[src/rtl/fibo_majority_stream.sv]
// fibo_majority_stream
//   Frame-based Fibonacci-majority voter. Accepts COUNT unsigned WIDTH-bit
//   samples over valid/ready. It tests each sample for Fibonacci membership
//   and reports a strict-majority verdict in one of two modes:
//     flat:         over all samples.
//     hierarchical: over consecutive groups of three samples.
//
//   Ports
//     clk, rst_n           clock, asynchronous active-low reset
//     flush                synchronous frame abort (highest priority after reset)
//     mode                 0 = flat, 1 = hierarchical; latched on a frame's first accept
//     in_valid/in_ready    sample handshake, in_data = sample
//     out_valid/out_ready  result handshake
//     out_major            strict-majority verdict
//     out_hits             Fibonacci samples (flat) or true groups (hierarchical)
//     out_mode             mode used for the reported frame
module fibo_majority_stream #(
  parameter int WIDTH = 4,
  parameter int COUNT = 13
) (
  input  logic             clk,
  input  logic             rst_n,
  input  logic             flush,
  input  logic             mode,
  input  logic             in_valid,
  input  logic [WIDTH-1:0] in_data,
  output logic             in_ready,
  output logic             out_valid,
  input  logic             out_ready,
  output logic             out_major,
  output logic [7:0]       out_hits,
  output logic             out_mode
);

  localparam int GROUPS = (COUNT + 2) / 3;

  typedef enum logic [1:0] {IDLE, COLLECT, RESULT} state_t;

  state_t     state, state_nx;
  logic [7:0] idx;
  logic [1:0] gpos;
  logic [1:0] gfib;
  logic [7:0] hits;
  logic       mode_q;

  logic       accept;
  logic       is_fib;
  logic       cur_mode;
  logic       last;
  logic       grp_end;
  logic       grp_true;
  logic [1:0] gfib_nx;
  logic [7:0] hits_nx;
  logic       major_nx;

  // Walks the Fibonacci sequence far enough to cover any 16-bit value.
  // Terms above 2^WIDTH-1 can never match, so truncation is implicit.
  function automatic logic fib_member(input logic [WIDTH-1:0] v);
    logic [16:0] a;
    logic [16:0] b;
    logic [16:0] t;
    logic        hit;
    hit = 1'b0;
    a   = 17'd0;
    b   = 17'd1;
    for (int unsigned i = 0; i < 25; i++) begin
      if (a == 17'(v)) hit = 1'b1;
      t = a + b;
      a = b;
      b = t;
    end
    return hit;
  endfunction

  assign in_ready  = (state != RESULT);
  assign out_valid = (state == RESULT);
  assign accept    = in_valid && in_ready && !flush;
  assign is_fib    = fib_member(in_data);

  // The first sample of a frame uses the live mode input; later samples use the latched copy.
  assign cur_mode  = (state == IDLE) ? mode : mode_q;
  assign last      = (idx == 8'(COUNT - 1));
  assign grp_end   = (gpos == 2'd2) || last;

  always_comb begin
    gfib_nx = gfib;
    if (is_fib && gfib != 2'd2) gfib_nx = gfib + 2'd1;
  end

  // Single-sample groups need one hit. Two- and three-sample groups need two.
  // The count saturates at 2, so ">= 2" is the same as "== 2".
  assign grp_true = (gpos == 2'd0) ? (gfib_nx != 2'd0) : (gfib_nx == 2'd2);

  always_comb begin
    hits_nx = hits;
    if (cur_mode) begin
      if (grp_end && grp_true) hits_nx = hits + 8'd1;
    end else if (is_fib) begin
      hits_nx = hits + 8'd1;
    end
    if (cur_mode) major_nx = ({1'b0, hits_nx, 1'b0} > 10'(GROUPS));
    else          major_nx = ({1'b0, hits_nx, 1'b0} > 10'(COUNT));
  end

  always_ff @(posedge clk or negedge rst_n) begin
    if (!rst_n) state <= IDLE;
    else        state <= state_nx;
  end

  always_comb begin
    state_nx = state;
    if (flush) begin
      state_nx = IDLE;
    end else begin
      case (state)
        IDLE:    if (accept) state_nx = last ? RESULT : COLLECT;
        COLLECT: if (accept && last) state_nx = RESULT;
        RESULT:  if (out_ready) state_nx = IDLE;
        default: state_nx = IDLE;
      endcase
    end
  end

  always_ff @(posedge clk or negedge rst_n) begin
    if (!rst_n) begin
      idx       <= '0;
      gpos      <= '0;
      gfib      <= '0;
      hits      <= '0;
      mode_q    <= 1'b0;
      out_major <= 1'b0;
      out_hits  <= '0;
      out_mode  <= 1'b0;
    end else if (flush) begin
      idx       <= '0;
      gpos      <= '0;
      gfib      <= '0;
      hits      <= '0;
      mode_q    <= 1'b0;
      out_major <= 1'b0;
      out_hits  <= '0;
      out_mode  <= 1'b0;
    end else if (accept) begin
      if (state == IDLE) mode_q <= mode;
      if (last) begin
        idx       <= '0;
        gpos      <= '0;
        gfib      <= '0;
        hits      <= '0;
        out_major <= major_nx;
        out_hits  <= hits_nx;
        out_mode  <= cur_mode;
      end else begin
        idx  <= idx + 8'd1;
        gpos <= grp_end ? 2'd0 : gpos + 2'd1;
        gfib <= grp_end ? 2'd0 : gfib_nx;
        hits <= hits_nx;
      end
    end
  end

endmodule

[config.mk]
export PLATFORM = sky130hd
export DESIGN_NAME = fibo_majority_stream
export DESIGN_NICKNAME = d
export VERILOG_FILES = /design/src/rtl/fibo_majority_stream.sv
export SDC_FILE = /design/constraint.sdc
export NUM_CORES = 1
export LEC_CHECK = 0
export ABC_CLOCK_PERIOD_IN_PS = 2600
export CAP_MARGIN = 20
export CORE_MARGIN = 2
export CORE_UTILIZATION = 53
export CTS_BUF_LIST = sky130_fd_sc_hd__clkbuf_4
export CTS_CLUSTER_DIAMETER = 30
export CTS_CLUSTER_SIZE = 12
export DETAILED_ROUTE_END_ITERATION = 7
export PLACE_DENSITY = 0.76
export RECOVER_POWER = 50
export SLEW_MARGIN = 15
export SYNTH_ARGS = -nofsm -noshare
export SYNTH_HDL_FRONTEND = slang
export SYNTH_SLANG_ARGS = --single-unit
export TNS_END_PERCENT = 5
[constraint.sdc]
create_clock -name clk -period 2.6 [get_ports clk]
set_clock_uncertainty 0.2 [all_clocks]
set_input_delay 0.26 -clock clk [delete_from_list [all_inputs] [get_ports clk]]
set_output_delay 0.26 -clock clk [all_outputs]
set_load 0.1 [all_outputs]
Yosys cells after proc, flatten, opt, wreduce, memory -nomap -nowiden
Cells that the tools add are included.
Widths: inputs -> output; s select.

cells by class
  add/sub/neg operators = 4
  order comparisons = 2
  eq/ne operators = 16
  mux-type cells = 45
  reductions and logical operators = 15

operators with widths
  cell                 number
  $mux 8               12
  $mux 2               14
  $mux 1               18
  $add 8x1->8 const B  2
  $gt 9x3->1 const B   1
  $gt 9x4->1 const B   1
  $eq 2x4->1 const A   2
  $eq 4x4->1 const A   2
  $eq 8x4->1 const B   1
  $eq 2x2->1 const B   3
  $ne 3x3->1 const B   2
  $pmux 2 s3           1
  $reduce_bool 2->1    3
  $logic_and 1x1->1    5
  $add 2x1->2 const B  2
  $eq 1x4->1 const A   1
  $eq 3x4->1 const A   1
  $logic_not 2->1      2
  $logic_not 4->1      1
  $ne 2x2->1 const B   2
  $ne 3x2->1 const B   1
  $reduce_and 3->1     1
  $eq 2x1->1 const B   1
  $reduce_and 2->1     1
  2 further kinds      2

storage, ports and cells
  register bits after elaboration = 33
  input port bits = 10
  logic and storage cells = 91

Logic depth before layout (Yosys ltp)
Gate-level depths: netlist of the first run.

  depth in word-level cells = 20
  mapped depth = 10
  depth with buffers taken out = 9

Least setup slack after synthesis of the first run
No wires, ideal clock.

  path kind = register -> register
  from = register gfib[0]
  to = register out_major
  arrival = 2.197 ns
  required time = 2.263 ns
  slack = 0.066 ns
  cell stages (with the launch flop) = 9
  path buffers = 0
  clock period less this slack = 2.534 ns
  path through = dfrtp_1 inv_1 ha_1 o311ai_1 o2111ai_2 a211oi_1 xor2_1 a2111oi_2 o211ai_2

on the way
  cells in the longest elaborated chain, start to end = 13
  elaborated cells on any way between the ends = 16
  classes of those cells = add/sub: 1; order compare: 2; eq/ne: 2; mux: 8; reduce/logical: 3

RTL lines
  what                                                 line      RTL
  start: declaration                                   42        logic [1:0] gfib;
  start signal: assignment                             156       gfib <= grp_end ? 2'd0 : gfib_nx;
  branches (longest 2 deep; another with $add 2x1->2)  n/a
  $mux 2 *                                             87        if (is_fib && gfib != 2'd2) gfib_nx = gfib + 2'd1;
  $eq 2x2->1 or $reduce_bool 2->1 (tied branches)      92        assign grp_true = (gpos == 2'd0) ? (gfib_nx != 2'd0) : (gfib_nx == 2'd2);
  $mux 1 *                                             92
  $logic_and 1x1->1 *                                  97        if (grp_end && grp_true) hits_nx = hits + 8'd1;
  $mux 8 *                                             97
  $mux 8 *                                             96        if (cur_mode) begin
  $gt 9x4->1 or $gt 9x3->1 (tied branches)             102, 101
  $mux 1 *                                             101       if (cur_mode) major_nx = ({1'b0, hits_nx, 1'b0} > 10'(GROUPS));
  $mux 1 *                                             145       if (last) begin
  $mux 1 *                                             143       end else if (accept) begin
  $mux 1 *                                             134       end else if (flush) begin
  end signal: assignment                               150       out_major <= major_nx;
  end: declaration                                     30        output logic out_major,

Mark *: on every way between the ends. The select of a mux whose other input is x is not followed.
A chain may end at the register's enable or synchronous reset.

Final worst setup path of the first run
  from = register idx[1]
  to = register out_major

on the way
  cells in the longest elaborated chain, start to end = 10
  elaborated cells on any way between the ends = 13
  classes of those cells = order compare: 2; eq/ne: 1; mux: 6; reduce/logical: 4

RTL lines
  what                                      line      RTL
  start: declaration                        40        logic [7:0] idx;
  start signal: assignment                  154       idx <= idx + 8'd1;
  $eq 8x4->1 *                              82        assign last = (idx == 8'(COUNT - 1));
  $logic_or 1x1->1                          83        assign grp_end = (gpos == 2'd2) || last;
  $logic_and 1x1->1                         97
  $mux 8                                    97
  $mux 8                                    96
  $gt 9x4->1 or $gt 9x3->1 (tied branches)  102, 101
  $mux 1                                    101
  $mux 1                                    145
  $mux 1                                    143
  $mux 1                                    134

Every way passes the cells marked *; elsewhere a longest branch is shown, timed or not. The select of a mux whose other input is x is not followed.

==> impl_metrics.py, run 1 <==
metrics = {
    "status": {
        "status": "finished with violations",
        "violations": "capacitance limit, slew limit, setup timing",
    },
    "cells_and_area": {
        "syn2layout_area_growth_pct": 25.9,
        "diodes": 0,
        "regArea_um2": 826,
        "multi_input_area_um2": 1180,
        "n_fill_cell": 288,
        "instances_no_fill": 322,
        "final_area_um2": 2530,
        "nets": 289,
        "drive_gt1_frac": 0.212,
    },
    "clock_network": {
        "htree_num_levels": 2,
        "clock-root-buffer": "clkbuf_4",
        "cts_inserted_buffers": 5,
        "cts_buffer_depth": 2,
        "postCtsHoldBufs": 0,
        "cts_tree": "done",
        "clk_latency_ps": 350,
        "path_clk_slew_ps": 110,
        "cts_sinks": 33,
    },
    "synth": {
        "synth_seq_cells": 33,
        "avgSynthCellArea_um2": 8.90,
        "synth_xor_area_frac": 0.0522,
        "synth-edff-count": 0,
        "syn-num-nets": 242,
        "yosys.area_share.adder": 0.0373,
        "muxShareOfSynthArea": 0.0224,
        "synthFlopType": "dfrtp_1",
        "ys_async_sr_fraction": 1.00,
        "syn-cell-area_um2": 2010,
        "synth_simple_gate_area_share": 0.220,
        "ys_seq_area_frac": 0.410,
        "yosys_warnings": 0,
        "synth_top_family_by_area": "compound AO/OA/AOI/OAI gates",
        "syn_inst": 226,
        "ys_types": 54,
        "synth_compound_area_frac": 0.225,
    },
    "critical_path": {
        "cp.required_ps": 2620,
        "timing.rr.start": "idx[1]",
        "crit_fanout": 4,
        "cp_data_arrival_time_ps": 2630,
        "crit_path_start_kind": "flip-flop",
        "crit_type": "flip-flop to flip-flop",
        "end_kind": "flip-flop",
        "startpoint": "idx[1]",
    },
    "floorplanning": {
        "die_w_um": 65.6,
        "core_area_um2": 3660,
        "row_count": 22,
        "start_util": 0.550,
        "die_area_um2": 4300,
        "die_h_um": 65.6,
        "io_pins": 22,
    },
    "timing": {
        "fin_crit_sh": 1.00,
        "fmax_ghz": 0.384,
        "setup_violations": 1,
        "relSlewSlack": -0.214,
        "slew_violations": 34,
        "worstMarginPinSlew_ps": 1820,
        "grt_setup_unrepaired": "yes",
        "hold_viol_final": 0,
        "setup_ws_ps": -6.39,
        "min_period_ps": 2610,
        "timing.hold.ws_ps": 287,
    },
    "global_route": {
        "grt_pass1_wl_um": 7960,
        "grt_pass1_vias": 1747,
        "grt_antenna_before_repair": 0,
        "grtUsageTotal": 0.247,
        "grt-ovfl-total": 0,
        "grt_max_degree": 34,
    },
    "placement": {
        "placed_area_um2": 2420,
        "dp_slack_ps": -301,
        "placedCellCount": 313,
        "place_hpwl_um": 3340,
        "io_buffers": 21,
        "gp_congestion": 0.836,
    },
    "routing": {
        "drcViolationCount": 0,
        "detail_route.wirelength_um": 4720,
        "ant_nets": 0,
        "first_iter_violations": 164,
        "firstDrtPassIters": 4,
        "wire_per_inst_um": 14.7,
        "vias_per_cell": 5.72,
        "num_vias": 1841,
    },
    "power": {
        "power_density_nw_per_um2": 391,
        "power.total_uw": 991,
        "leakage_uw": 0.00110,
        "ir_drop_mv": 0.306,
    },
    "hold_path": {
        "hp-class": "flip-flop to flip-flop",
        "hold_start": "out_hits[6]",
    },
    "job": {
        "cap_violations": 1,
    },
}
## worst paths after layout
path	end	slack, ps	depth (start not counted)
max in group asynchronous	hits[7]	490	2
max reg2reg	out_major	-6	10
max	out_major	-6	10
min in group asynchronous	hits[0]	660	2
min	out_hits[6]	290	2
min reg2reg	out_hits[6]	290	2
## worst max-delay path: stages (launching register included)
cell and delay, ps:
dfrtp_1 390, inv_1 60, ha_1 140, nand4b_1 140, o41ai_2 230, buf_4 180
o2111ai_4 150, a21oi_2 220, mux2_4 340, a2111oi_4 320, o211ai_2 110
## synth_stat cells (all sizes together), types with 2 or more instances
cell type,instances,area share
o211ai,3,0.014
nor2b,2,0.0062
ha,6,0.037
o31ai,5,0.019
a2111oi,2,0.012
dfrtp,33,0.41
or2,3,0.0093
o21a,3,0.011
xor2,8,0.035
inv,7,0.013
nand2b,4,0.012
o41ai,3,0.017
mux2i,3,0.015
nand4,2,0.0062
nor3b,2,0.0075
a211oi,2,0.0075
a21oi,9,0.024
o311ai,3,0.017
or3,3,0.0093
xnor2,4,0.017
or4,2,0.0075
nand3,8,0.020
nor2,19,0.035
buf,2,0.0050
o21ai,25,0.062
nor3,3,0.0075
nand2,34,0.063
clkbuf,8,0.015
## repair_timing
item,4_1_cts,5_1_grt
buffers inserted,1,0
setup endpoints to repair,1,9
resized for setup,6,5
pin swaps,1,1
## metal layers
metal | GRT usage | up-vias | wire length (µm)
met2 | 0.402 | 49 | 2240
met4 | 0.117 | 0 | 44
met1 | 0.316 | 869 | 2180
met3 | 0.0497 | 6 | 249
li1 | - | 917 | -
met5 | 0 | - | 0
## layout by cell type, fill, tap and decap left out, types with 2 or more instances in the layout
| cell | Yosys | routed |
|---|---|---|
| o21a_1 | 3 | 3 |
| a21oi_2 | 1 | 2 |
| o31ai_1 | 5 | 5 |
| clkinv_1 | 0 | 2 |
| nor3_1 | 3 | 3 |
| buf_4 | 0 | 37 |
| nor3b_1 | 2 | 2 |
| o211ai_1 | 2 | 2 |
| clkdlybuf4s50_1 | 0 | 9 |
| or4_1 | 2 | 2 |
| mux2i_1 | 3 | 3 |
| clkbuf_1 | 8 | 3 |
| o21ai_0 | 23 | 21 |
| ha_1 | 6 | 6 |
| nand2_1 | 34 | 34 |
| clkbuf_4 | 0 | 5 |
| nand3_1 | 8 | 8 |
| xor2_1 | 8 | 8 |
| a21oi_1 | 8 | 7 |
| nor2b_1 | 2 | 2 |
| o41ai_1 | 2 | 2 |
| o21ai_1 | 2 | 4 |
| nand4_1 | 2 | 2 |
| xnor2_1 | 4 | 4 |
| nand2b_1 | 4 | 4 |
| dfrtp_1 | 33 | 33 |
| nor2_1 | 19 | 19 |
| inv_1 | 7 | 7 |
| or3_1 | 3 | 3 |
## final cells by class
cell class                      instances  share of cell area
Clock buffer                            5              0.0148
Clock inverter                          3             0.00494
Inverter                                7              0.0104
Multi-Input combinational cell        176               0.465
Sequential cell                        33               0.326
Tap cell                               48              0.0237
Timing Repair Buffer                   50               0.156
## report_power, final
group / internal (µW) / switching [µW]
clock: 97.5 / 177
combinational: 81.5 / 106
sequential: 523 / 5.78
## state kept, by name (all words and copies together), names as in the netlist
register / count
hits: 8
idx: 8
out_hits: 8
gfib: 2
gpos: 2
state: 2
mode_q: 1
out_major: 1
out_mode: 1
## through the flow
step / utilization / TNS [ps]
3_3_place_gp: 0.662 / -334
5_1_grt: 0.692 / -160
4_1_cts: 0.692 / 0
6_report: 0.692 / -6.39
2_1_floorplan: - / 0
3_5_place_dp: 0.662 / -832
## logic make-up (layout without fill, tap and decap cells)
group,Yosys count,after routing
DFF,33,33
adders and majority gates,6,6
and+or+nand+nor,90,90
xor gates and xnor gates,12,12
muxes,4,4
AOI/OAI and AO/OA,64,64
buffers and inverters,17,65
(Power assumes the default switching activity.)
==> run 2: changes to the inputs <==
--- a/config.mk
+++ b/config.mk
@@ -10,7 +10,6 @@
 export CORE_MARGIN = 2
 export CORE_UTILIZATION = 53
 export CTS_BUF_LIST = sky130_fd_sc_hd__clkbuf_4
-export CTS_CLUSTER_DIAMETER = 30
 export CTS_CLUSTER_SIZE = 12
 export DETAILED_ROUTE_END_ITERATION = 7
 export PLACE_DENSITY = 0.76
==> results of run 2 <==
Same layout as run 1: the final DEF is identical, and so are final timing and power.
==> run 3: changes to the inputs <==
--- a/config.mk
+++ b/config.mk
@@ -5,7 +5,7 @@
 export SDC_FILE = /design/constraint.sdc
 export NUM_CORES = 1
 export LEC_CHECK = 0
-export ABC_CLOCK_PERIOD_IN_PS = 2600
+export ABC_CLOCK_PERIOD_IN_PS = 2220
 export CAP_MARGIN = 20
 export CORE_MARGIN = 2
 export CORE_UTILIZATION = 53
==> constraint.sdc (replaced) <==
create_clock -name clk -period 2.22 [get_ports clk]
set_clock_uncertainty 0.2 [all_clocks]
set_input_delay 0.222 -clock clk [delete_from_list [all_inputs] [get_ports clk]]
set_output_delay 0.222 -clock clk [all_outputs]
set_load 0.1 [all_outputs]
==> impl_metrics.py, run 3 (synthesis results as in run 1) <==
metrics = {
    "status": {
        "status": "finished with violations",
        "violations": "setup timing",
    },
    "global_route": {
        "use_met1": 0.338,
        "grt-ovfl-total": 0,
        "use_met3": 0.0616,
        "grt_max_degree": 34,
        "grt_pass1_vias": 1838,
        "grt_pass1_wl_um": 8390,
        "grtUsageTotal": 0.256,
        "grt_antenna_before_repair": 0,
        "use_met2": 0.413,
        "busiest_layer": "met2",
    },
    "critical_path": {
        "crit_path_start_kind": "flip-flop",
        "crit_type": "flip-flop to flip-flop",
        "cp_data_arrival_time_ps": 2630,
        "cpPeakStageDelay_ps": 390,
        "crit_chain": "inv_1 > ha_1 > nand4b_1 > o41ai_2 > buf_4 > o2111ai_4 > a21oi_2 > mux2_4 > a2111oi_4 > o211ai_2",
        "end_kind": "flip-flop",
        "critPathBufInv": 2,
        "cp.required_ps": 2260,
        "critPathSlowestCell": "dfrtp_1",
        "crit_family": "compound AO/OA/AOI/OAI gates",
        "crit_fanout": 3,
    },
    "cells_and_area": {
        "fin_util": 0.755,
        "final_area_um2": 2760,
        "diodes": 0,
        "nets": 309,
        "final_cell_mix": "buf_4 (58), dfrtp_1 (33), nand2_1 (32)",
        "n_fill_cell": 270,
        "reg.largest.list": "hits: 8 flops, idx: 8 flops, out_hits: 8 flops",
        "syn2layout_area_growth_pct": 37.3,
        "drive_gt1_frac": 0.313,
        "final_common_cell": "buf_4",
    },
    "placement": {
        "gp_congestion": 0.900,
        "place_hpwl_um": 3540,
        "io_buffers": 21,
        "placed_area_um2": 2640,
    },
    "power": {
        "sw_frac_of_total": 0.301,
        "leakage_uw": 0.00122,
        "power_frac_seq": 0.512,
        "combPwrFrac": 0.202,
        "ir_drop_mv": 0.312,
        "p_clk_frac": 0.286,
        "netSwitchingPower_uw": 364,
        "internal_power_uw": 847,
        "power_density_nw_per_um2": 438,
    },
    "floorplanning": {
        "core_area_um2": 3660,
        "start_util": 0.550,
        "die_w_um": 65.6,
        "row_count": 22,
        "die_area_um2": 4300,
        "die_h_um": 65.6,
        "io_pins": 22,
    },
    "job": {
        "cap_violations": 0,
    },
    "timing": {
        "hold_viol_final": 0,
        "grt_setup_unrepaired": "yes",
        "fmax_ghz": 0.385,
        "min_period_ps": 2600,
        "relSlewSlack": 0.458,
        "slew_violations": 0,
        "fin_crit_sh": 1.17,
        "setup_violations": 17,
        "worstMarginPinSlew_ps": 814,
        "setup_ws_ps": -379,
    },
    "clock_network": {
        "cts_inserted_buffers": 5,
        "clock-root-buffer": "clkbuf_4",
        "cts_buffer_depth": 2,
        "path_clk_slew_ps": 120,
        "clk_latency_ps": 350,
        "cts_sinks": 33,
        "postCtsHoldBufs": 0,
        "htree_num_levels": 2,
        "cts_tree": "done",
    },
    "routing": {
        "detail_route.wirelength_um": 4820,
        "wire_per_inst_um": 14.1,
        "vias_per_cell": 5.61,
        "first_iter_violations": 81,
        "num_vias": 1919,
        "drcViolationCount": 0,
        "ant_nets": 0,
        "firstDrtPassIters": 4,
    },
    "hold_path": {
        "hp-class": "input port to async pin",
    },
}
run 3: per-stage QoR:
step / hold slack [ps] / std cells / TNS (ps) / total power, µW / setup slack, ps
after floorplan: -274 / 226 / -681 / 751 / -236
after global placement: 263 / 333 / -5260 / 859 / -520
after detailed placement: 271 / 333 / -5910 / 865 / -579
after CTS: 83.9 / 342 / -5250 / 1220 / -465
after global routing: 300 / 342 / -6260 / 1270 / -508
final: 284 / 342 / -3640 / 1210 / -379
run 3: area by class of cell:
class,instances,area (µm²),area share
multi-input cells,176,1220,0.443
well taps,48,60.1,0.0217
clock inverters,3,17.5,0.00634
repair buffers,70,571,0.207
inverters,7,26.3,0.00951
flip-flops and latches,33,826,0.299
clock buffers,5,37.5,0.0136
run 3: what timing repair did:
item                                    4_1_cts  5_1_grt
setup buffers                                 1        0
resized for setup                             4        7
pin swaps                                     6        3
endpoints found under the setup margin       17       23
run 3: final timing paths:
| check | slack (ps) | end | cells past startpoint | startpoint |
|---|---|---|---|---|
| worst max-delay path | -380 | out_major | 10 | idx[0] |
| worst min-delay path | 280 | out_mode | 2 | rst_n |
| worst max register to register | -380 | out_major | 10 | idx[0] |
| worst min register to register | 290 | out_hits[2] | 2 | out_hits[2] |
| max in group asynchronous | 1020 | idx[2] | 2 | rst_n |
| min in group clk | 290 | out_hits[2] | 2 | out_hits[2] |
run 3: layer usage:
layer,share of wire,wire (µm)
met5,0,0
met3,0.042,200
met4,0.017,80
met1,0.46,2210
met2,0.48,2330
run 3: power by group through the flow:
| stage | registers (µW) | logic (µW) | clock network (µW) |
|---|---|---|---|
| after floorplan | 633 | 118 | 0 |
| after global placement | 631 | 228 | 0 |
| after detailed placement | 631 | 233 | 0 |
| after CTS | 620 | 241 | 357 |
| after global routing | 620 | 271 | 382 |
| final | 620 | 245 | 346 |
